## src/rtl/icap_cfg_streamer.sv

```systemverilog
// icap_cfg_streamer: drives an ICAP_VIRTEX6 port in X32 mode from a simple
// command + 32-bit word stream. CSB is always high whenever RDWRB changes,
// and data is bit-reversed within each byte in both directions when BIT_SWAP=1.
// Optional read watchdog: define ICAP_CFG_STREAMER_TIMEOUT_EN.
module icap_cfg_streamer #(
  parameter int unsigned LEN_W       = 16,
  parameter bit          BIT_SWAP    = 1'b1,
  parameter int unsigned TIMEOUT_CYC = 4096
) (
  input  logic             CLK,
  input  logic             RSTB,
  input  logic             CMD_VALID,
  output logic             CMD_READY,
  input  logic             CMD_READ,
  input  logic [LEN_W-1:0] CMD_LEN,
  input  logic [31:0]      WR_DATA,
  input  logic             WR_VALID,
  output logic             WR_READY,
  output logic [31:0]      RD_DATA,
  output logic             RD_VALID,
  output logic             DONE,
  output logic             ERR,
  output logic             ICAP_CSB,
  output logic             ICAP_RDWRB,
  output logic [31:0]      ICAP_I,
  input  logic             ICAP_BUSY,
  input  logic [31:0]      ICAP_O
);

  typedef enum logic [2:0] {
    S_IDLE    = 3'd0,
    S_WRITE   = 3'd1,
    S_WR_END  = 3'd2,
    S_RD_TURN = 3'd3,
    S_READ    = 3'd4,
    S_RD_EXIT = 3'd5
  } state_t;

  localparam logic [LEN_W-1:0] LEN_ZERO = {LEN_W{1'b0}};
  localparam logic [LEN_W-1:0] LEN_ONE  = {{(LEN_W-1){1'b0}}, 1'b1};

  // Reverse bit order inside each byte; byte order is left alone.
  function automatic logic [31:0] swap_bits(input logic [31:0] din);
    logic [31:0] dout;
    dout = din;
    if (BIT_SWAP) begin
      for (int b = 0; b < 4; b++) begin
        for (int i = 0; i < 8; i++) begin
          dout[8*b+i] = din[8*b+7-i];
        end
      end
    end else begin
      dout = din;
    end
    return dout;
  endfunction

  state_t           state_r;
  logic [LEN_W-1:0] remaining_r;
  logic             icap_csb_r;
  logic             icap_rdwrb_r;
  logic [31:0]      icap_i_r;
  logic [31:0]      rd_data_r;
  logic             rd_valid_r;
  logic             done_r;
  logic             wr_ready_s;
  logic             rd_capture_s;

`ifdef ICAP_CFG_STREAMER_TIMEOUT_EN
  localparam int unsigned TO_W = (TIMEOUT_CYC > 1) ? $clog2(TIMEOUT_CYC) : 1;
  localparam logic [TO_W-1:0] TO_LAST = TO_W'(TIMEOUT_CYC - 1);
  localparam logic [TO_W-1:0] TO_ONE  = {{(TO_W-1){1'b0}}, 1'b1};
  logic [TO_W-1:0] to_cnt_r;
  logic            err_r;
  assign ERR = err_r;
`else
  assign ERR = 1'b0;
`endif

  // Handshake readiness is a pure state decode, forced low during reset.
  assign CMD_READY  = RSTB && (state_r == S_IDLE);
  assign wr_ready_s = RSTB && (state_r == S_WRITE) && (remaining_r != LEN_ZERO);
  assign WR_READY   = wr_ready_s;

  // A readback word is valid only once the registered pins are in read mode.
  assign rd_capture_s = !icap_csb_r && icap_rdwrb_r && !ICAP_BUSY;

  assign ICAP_CSB   = icap_csb_r;
  assign ICAP_RDWRB = icap_rdwrb_r;
  assign ICAP_I     = icap_i_r;
  assign RD_DATA    = rd_data_r;
  assign RD_VALID   = rd_valid_r;
  assign DONE       = done_r;

  // Command sequencer: owns every ICAP pin and all fabric-side strobes.
  always_ff @(posedge CLK) begin
    if (!RSTB) begin
      state_r      <= S_IDLE;
      remaining_r  <= LEN_ZERO;
      icap_csb_r   <= 1'b1;
      icap_rdwrb_r <= 1'b0;
      icap_i_r     <= 32'h0000_0000;
      rd_data_r    <= 32'h0000_0000;
      rd_valid_r   <= 1'b0;
      done_r       <= 1'b0;
`ifdef ICAP_CFG_STREAMER_TIMEOUT_EN
      to_cnt_r     <= {TO_W{1'b0}};
      err_r        <= 1'b0;
`endif
    end else begin
      done_r     <= 1'b0;
      rd_valid_r <= 1'b0;
      case (state_r)
        S_IDLE: begin
          if (CMD_VALID) begin
            remaining_r <= CMD_LEN;
`ifdef ICAP_CFG_STREAMER_TIMEOUT_EN
            err_r       <= 1'b0;
`endif
            if (CMD_LEN == LEN_ZERO) begin
              done_r  <= 1'b1;
            end else if (CMD_READ) begin
              state_r <= S_RD_TURN;
            end else begin
              state_r <= S_WRITE;
            end
          end
        end
        S_WRITE: begin
          if (WR_VALID && wr_ready_s) begin
            icap_i_r    <= swap_bits(WR_DATA);
            icap_csb_r  <= 1'b0;
            remaining_r <= remaining_r - LEN_ONE;
            if (remaining_r == LEN_ONE) begin
              state_r <= S_WR_END;
            end
          end else begin
            // Gap in the stream: deselect, keep the last word on the bus.
            icap_csb_r <= 1'b1;
          end
        end
        S_WR_END: begin
          icap_csb_r <= 1'b1;
          done_r     <= 1'b1;
          state_r    <= S_IDLE;
        end
        S_RD_TURN: begin
          // CSB is still high here, so RDWRB may switch safely.
          icap_rdwrb_r <= 1'b1;
`ifdef ICAP_CFG_STREAMER_TIMEOUT_EN
          to_cnt_r     <= {TO_W{1'b0}};
`endif
          state_r      <= S_READ;
        end
        S_READ: begin
          icap_csb_r <= 1'b0;
          if (rd_capture_s) begin
            rd_data_r   <= swap_bits(ICAP_O);
            rd_valid_r  <= 1'b1;
            remaining_r <= remaining_r - LEN_ONE;
`ifdef ICAP_CFG_STREAMER_TIMEOUT_EN
            to_cnt_r    <= {TO_W{1'b0}};
`endif
            if (remaining_r == LEN_ONE) begin
              icap_csb_r <= 1'b1;
              state_r    <= S_RD_EXIT;
            end
          end
`ifdef ICAP_CFG_STREAMER_TIMEOUT_EN
          else if (ICAP_BUSY) begin
            if (to_cnt_r == TO_LAST) begin
              err_r      <= 1'b1;
              icap_csb_r <= 1'b1;
              state_r    <= S_RD_EXIT;
            end else begin
              to_cnt_r <= to_cnt_r + TO_ONE;
            end
          end
`endif
        end
        S_RD_EXIT: begin
          icap_rdwrb_r <= 1'b0;
          done_r       <= 1'b1;
          state_r      <= S_IDLE;
        end
        default: begin
          icap_csb_r   <= 1'b1;
          icap_rdwrb_r <= 1'b0;
          state_r      <= S_IDLE;
        end
      endcase
    end
  end

endmodule

```

## config.mk

```make
export PLATFORM = sky130hd
export DESIGN_NAME = icap_cfg_streamer
export DESIGN_NICKNAME = d
export VERILOG_FILES = /design/src/rtl/icap_cfg_streamer.sv
export SDC_FILE = /design/constraint.sdc
export NUM_CORES = 1
export LEC_CHECK = 0
export ABC_AREA = 1
export CELL_PAD_IN_SITES_DETAIL_PLACEMENT = 0
export CELL_PAD_IN_SITES_GLOBAL_PLACEMENT = 1
export CORE_MARGIN = 5
export CORE_UTILIZATION = 30
export DETAILED_ROUTE_END_ITERATION = 6
export PLACE_DENSITY = 0.93
export SLEW_MARGIN = 5
export SYNTH_ARGS = -nofsm -noshare
export SYNTH_HDL_FRONTEND = slang
export SYNTH_SLANG_ARGS = --single-unit
```

## constraint.sdc

```tcl
create_clock -name CLK -period 1.9 [get_ports CLK]
set_input_delay 0.57 -clock CLK [delete_from_list [all_inputs] [get_ports CLK]]
set_output_delay 0.57 -clock CLK [all_outputs]
set_load 0.02 [all_outputs]
```

==> reports/summary.txt, run 1 <==
Hold slack: 0.459 ns
Multi-input logic area: 0.00206 mm2
Reg2reg start: state_r[2]
Register area: 0.00175 mm2
Synth unique cells: 30
Worst hold path class: flip-flop to flip-flop
CP Class: flip-flop to primary output
Clock skew: 0.00518 ns
H-tree levels: 3
Leakage: 0.00347 uW
Sink Count: 87
Max VDD drop: 0.450 mV
Pwr Density: 1230 mW/mm2
Synth warn: 0
Final min period: 1.89 ns
Hold Crit Start: ICAP_I[25]
Crit end category: primary output
# diodes: 0
Layout area overhead: 65.1%
IO Pins: 157
CORE AREA: 0.0132 mm2
Post-synthesis sequential area ratio: 0.434
Filler Cell Count: 1287
Worst EP required: 1.33 ns
CP startpoint kind: flip-flop
Vias in the first global route: 4284
Max cap viols: 0
Cell area after synthesis: 0.00401 mm2
Num CTS Buffers: 9
Final Cycle Share: 0.994
Routed Antenna Nets: 0
Starting Density: 0.304
Synth area leader: dfxtp_1
Clock tree buffer depth: 2
Top post-synthesis cells by area: dfxtp_1 43%, nand2_1 13%, nor2_1 12%
Setup WS post-layout: 0.0112 ns
Setup Viol. Count Final: 0
Root buffer cell: clkbuf_16
Fmax: 0.529 GHz
Worst-Skew Late Latency: 0.35 ns
Clock transition at path regs: 0.06 ns
Vias/cell: 4.54
Crit path from: state_r[2]
Syn avg cell area: 6.73 um2
Slew margin rel.: 0.665
RSZ-0062 raised after global routing: yes
Post-synth net total: 685
Row cnt: 42
Worst-path maximum fanout: 2
Synth top area share: 0.434
Largest net degree at the start of global routing: 50
HPWL Detailed: 9.24 mm
Share of cells above drive strength 1: 0.146
DP Worst Slack: -0.737 ns
Initial DRC count: 192
Number of port buffers: 155
Tightest Pin Transition: 0.503 ns
Die H: 126 um
Gpl congestion: 0.799
#FFs+latches synth: 87
Detailed Route WL: 13.0 mm
Post-synth ARST share: 0
EDFF count, synth: 0
Final-stage net count: 881
Max-slew violations: 0
Die Outline Area: 0.0158 mm2
Synth cell count leaders: 134 x nand2_1, 130 x nor2_1, 87 x dfxtp_1
Total track usage: 0.163
Die X: 126 um
Critical Path AT: 1.32 ns
CTS tree: built
DRC violation count after routing: 0
Global-route wire length before repair: 21.0 mm
Final Hold Viols: 0
Post-Syn Instances: 596
Main synth FF type: dfxtp_1
Via count: 4404
WL per Instance: 13.4 um
Drt pass-1 iters: 4
Outcome: completed
Initial antenna violation count: 0
GR Overflow Total: 0
Most repeated cell in the gate-level netlist after synthesis: nand2_1
==> final timing paths <==
check	end	slack (ns)	cells after the start
max	WR_READY	0.01	5
min reg2reg	ICAP_I[25]	0.46	2
min	ICAP_I[25]	0.46	2
max reg2reg	remaining_r[0]	0.13	13
==> cells in the final DEF (no fill, tap or decap), types with 5 or more instances in the layout <==
master,instances
buf_4,59
nor2_2,6
nand2_2,7
dfxtp_2,5
nand2_1,130
o21ai_0,41
dlymetal6s2s_1,38
inv_1,27
a21oi_1,43
dfxtp_1,82
nand3_1,64
dlygate4sd2_1,5
clkbuf_16,9
nor2_1,123
clkdlybuf4s50_1,110
nor2_4,7
==> per-layer routing <==
layer	vias up	share of wire	GRT usage
met5	-	0	0
met4	0	0.025	0.0765
met3	18	0.076	0.0546
met2	104	0.48	0.265
met1	1986	0.42	0.195
li1	2296	-	-
==> timing repair <==
action / in CTS / in global routing
buffers inserted: 3 / 4
hold buffers: 0 / 0
endpoints found under the setup margin: 6 / 84
resized for setup: 23 / 61
pin swaps: 4 / 12
==> power breakdown <==
part / internal, uW / switching (uW)
combinational: 1850 / 2160
sequential: 2090 / 169
clock: 1140 / 722
==> layout make-up <==
| type | count | share of cell area |
|---|---|---|
| Timing Repair Buffer | 219 | 0.329 |
| Multi-Input combinational cell | 444 | 0.311 |
| Clock buffer | 10 | 0.0346 |
| Clock inverter | 4 | 0.0110 |
| Tap cell | 176 | 0.0333 |
| Inverter | 31 | 0.0176 |
| Sequential cell | 87 | 0.264 |
==> registers in the layout, indices dropped and copies added (netlist names) <==
name	flops
RD_VALID	1
DONE	1
ICAP_I	32
state_r	3
ICAP_RDWRB	1
remaining_r	16
ICAP_CSB	1
RD_DATA	32
==> through the flow <==
| stage | setup TNS (ns) | area, um2 | cells | utilization | total power [uW] |
|---|---|---|---|---|---|
| 3_3_place_gp | -16.35 | 6090 | 951 | 0.462 | 6020 |
| 3_5_place_dp | -17.05 | 6090 | 951 | 0.462 | 6040 |
| 4_1_cts | -0.0444 | 6430 | 967 | 0.487 | 8000 |
| 5_1_grt | -0.0325 | 6620 | 971 | 0.502 | 8810 |
| 2_1_floorplan | 0 | 4010 | 596 | - | 4470 |
| 6_report | 0 | 6620 | 971 | 0.502 | 8130 |
==> critical path, stage by stage, from the launching register on <==
cell and delay, ns:
dfxtp_2 0.34, nor2_4 0.11, nand2_2 0.08, nor2_4 0.10, a21boi_4 0.21, buf_6 0.14
==> logic make-up (layout without fill, tap and decap cells) <==
group | after synthesis | after routing | share of synthesized area
compound gates | 88 | 88 | 0.112
fa+ha+maj | 3 | 3 | 0.00936
buf+inv | 65 | 264 | 0.0718
flops | 87 | 87 | 0.434
other cells | 1 | 1 | 0.000935
simple gates | 352 | 352 | 0.371
Note: power is estimated with default switching activity, not from simulation.
==> run 2, diff against run 1 <==
--- a/config.mk
+++ b/config.mk
@@ -11,6 +11,7 @@
 export CORE_MARGIN = 5
 export CORE_UTILIZATION = 30
 export DETAILED_ROUTE_END_ITERATION = 6
+export GPL_ROUTABILITY_DRIVEN = 0
 export PLACE_DENSITY = 0.93
 export SLEW_MARGIN = 5
 export SYNTH_ARGS = -nofsm -noshare
==> results of run 2 <==
Final layout, timing and power as in run 1 (identical DEF).
==> run 3, diff against run 2 <==
--- a/config.mk
+++ b/config.mk
@@ -5,11 +5,10 @@
 export SDC_FILE = /design/constraint.sdc
 export NUM_CORES = 1
 export LEC_CHECK = 0
-export ABC_AREA = 1
 export CELL_PAD_IN_SITES_DETAIL_PLACEMENT = 0
 export CELL_PAD_IN_SITES_GLOBAL_PLACEMENT = 1
 export CORE_MARGIN = 5
-export CORE_UTILIZATION = 30
+export CORE_UTILIZATION = 31
 export DETAILED_ROUTE_END_ITERATION = 6
 export GPL_ROUTABILITY_DRIVEN = 0
 export PLACE_DENSITY = 0.93
@@ -17,3 +16,4 @@
 export SYNTH_ARGS = -nofsm -noshare
 export SYNTH_HDL_FRONTEND = slang
 export SYNTH_SLANG_ARGS = --single-unit
+export TNS_END_PERCENT = 50
==> constraint.sdc (replaced) <==
create_clock -name CLK -period 1.8 [get_ports CLK]
set_input_delay 0.54 -clock CLK [delete_from_list [all_inputs] [get_ports CLK]]
set_output_delay 0.54 -clock CLK [all_outputs]
set_load 0.02 [all_outputs]
==> run 3 against run 2 <==
  * The flow now finishes with violations (setup timing)
  * Via count is 6.3% lower
  * Combinational power up 27%
  * Flip-flop and latch count stayed put
  * Critical endpoint unchanged
  * Largest cell class unchanged
  * Highest routed layer unchanged
==> reports/summary.txt, run 3 <==
Outcome: finished with violations
Failing checks: setup timing
Worst-Skew Late Latency: 0.34 ns
Crit-path cells: or4_4 -> nor3_4 -> and2_4 -> a21oi_2 -> buf_6
Max VDD drop: 0.739 mV
Top post-synthesis cells by area: dfxtp_1 46%, mux2i_1 8.6%, a21oi_1 8.4%
Setup Viol. Count Final: 40
Final Hold Viols: 0
GR Overflow Total: 0
Synth unique cells: 51
Number of port buffers: 155
Total track usage: 0.169
CP Class: flip-flop to primary output
Layout area overhead: 77.8%
Share of cells above drive strength 1: 0.258
Worst hold path class: flip-flop to flip-flop
Final Cycle Share: 1.26
Slowest-stage cell, CP: or4_4
CTS Hold Buffers Added: 0
Filler Cell Count: 1075
CORE AREA: 0.0121 mm2
Fmax: 0.442 GHz
Syn avg cell area: 8.34 um2
Post-synth net total: 547
Clock tree buffer depth: 2
Pwr Density: 1390 mW/mm2
Post-synthesis mux area share: 0.0865
Initial DRC count: 254
Synth area leader: dfxtp_1
Crit end category: primary output
Vias in the first global route: 4199
Synth Area in Simple Gates: 0.218
Worst EP required: 1.26 ns
Die H: 121 um
Global-route wire length before repair: 20.1 mm
Final min period: 2.26 ns
#FFs+latches synth: 87
Clock transition at path regs: 0.06 ns
Post-synthesis sequential area ratio: 0.456
Detailed Route WL: 13.0 mm
Multi-input logic area: 0.00218 mm2
Max incr delay on CP: 0.54 ns
Inst Count DP: 817
RSZ-0062 raised after global routing: yes
EDFF count, synth: 0
Row cnt: 40
Max cap viols: 0
DRC violation count after routing: 0
Starting Density: 0.317
Post-route insts no fill: 851
Initial antenna violation count: 0
Num CTS Buffers: 9
Clock skew: 0.00961 ns
Setup WS post-layout: -0.463 ns
XOR/XNOR share of the synthesized area: 0.00229
Max-slew violations: 0
Largest net degree at the start of global routing: 40
Most frequent cells in the layout: 84 x dfxtp_1, 83 x nand2_1, 83 x clkdlybuf4s50_1
Main synth FF type: dfxtp_1
Die Outline Area: 0.0146 mm2
Commonest non-fill, non-tap cell in the layout: dfxtp_1
Power Total: 9410 uW
Synth top area share: 0.456
Sink Count: 87
Routed Antenna Nets: 0
HPWL Detailed: 9.03 mm
Leakage: 0.00284 uW
Post-synth ARST share: 0
Cell area after synthesis: 0.00382 mm2
Worst-path maximum fanout: 2
CP startpoint kind: flip-flop
# diodes: 0
Critical Path AT: 1.72 ns
Vias/cell: 4.85
Register area: 0.00175 mm2
Most repeated cell in the gate-level netlist after synthesis: dfxtp_1
Post-Syn Instances: 458
Root buffer cell: clkbuf_16
Via count: 4127
Die X: 121 um
Synth cell count leaders: 87 x dfxtp_1, 83 x nand2_1, 64 x a21oi_1
Adder-cell share of the synthesized area: 0.00983
IO Pins: 157
Hold slack: 0.450 ns
Largest family of logic cells by synthesized area: simple AND/OR/NAND/NOR gates
Post-layout util: 0.563
Drt pass-1 iters: 4
CTS tree: built
Final-stage net count: 767
Synth warn: 0
Synth Area in Compound Gates: 0.177
WL per Instance: 15.3 um
H-tree levels: 3
run 3: cell count changes in the layout (fill, tap and decap cells not counted), moves of 37 or more:
cell	delta
nand2_1	-47
dlygate4sd2_1	+63
dlymetal6s2s_1	-37
nor2_1	-71
nand3_1	-58
o21ai_0	-37
run 3: final cells by class:
class	instances	area share
Timing Repair Buffer	246	0.342
Multi-Input combinational cell	330	0.321
Sequential cell	87	0.257
Clock buffer	11	0.0372
Tap cell	168	0.0310
Clock inverter	5	0.00921
Inverter	4	0.00221
run 3: worst paths after layout:
path | from | endpoint | slack, ns | depth (start not counted)
worst min register to register | RD_DATA[19] | RD_DATA[19] | 0.45 | 2
worst max register to register | remaining_r[5] | remaining_r[15] | -0.23 | 6
worst max-delay path | remaining_r[3] | WR_READY | -0.46 | 5
worst min-delay path | RD_DATA[19] | RD_DATA[19] | 0.45 | 2
run 3: per-stage QoR:
| stage | area (um2) | TNS, ns | setup WS (ns) |
|---|---|---|---|
| after floorplan | 3950 | -1.79 | -0.103 |
| after global placement | 6120 | -30.65 | -0.773 |
| after detailed placement | 6120 | -32.10 | -0.756 |
| after CTS | 6620 | -6.26 | -0.501 |
| after global routing | 6790 | -8.19 | -0.505 |
| final | 6790 | -5.23 | -0.463 |
run 3: worst max-delay path, delay by kind of cell, from the launching register on:
family | cells | cell delay (ns)
flops | 1 | 0.32
buf+inv | 1 | 0.13
compound gates | 1 | 0.06
simple gates | 3 | 0.86
run 3: per-layer routing:
layer  wire [um]  vias up  global-route usage  share of wire
met5           0        -                   0              0
met2        6450      139               0.287           0.49
met1        5410     1934               0.199           0.41
met4         310        0              0.0843          0.024
li1            -     2032                   -              -
met3         867       22              0.0406          0.066
run 3: cells by family after synthesis:
kind of cell | after synthesis
AOI/OAI and AO/OA | 106
xor gates and xnor gates | 1
adders and majority gates | 3
buffers and inverters | 41
DFF | 87
muxes | 33
other | 1
and+or+nand+nor | 186
run 3: power breakdown:
| part | switching (uW) | internal [uW] |
|---|---|---|
| sequential | 174 | 2170 |
| combinational | 2490 | 2620 |
| clock | 797 | 1160 |
| total | 3460 | 5950 |
run 3: timing repair:
item                       4_1_cts  5_1_grt
gates cloned                     1        0
setup endpoints to repair      121       73
pin swaps                       13       17
setup buffers                   16        6
gates resized for setup        101       32
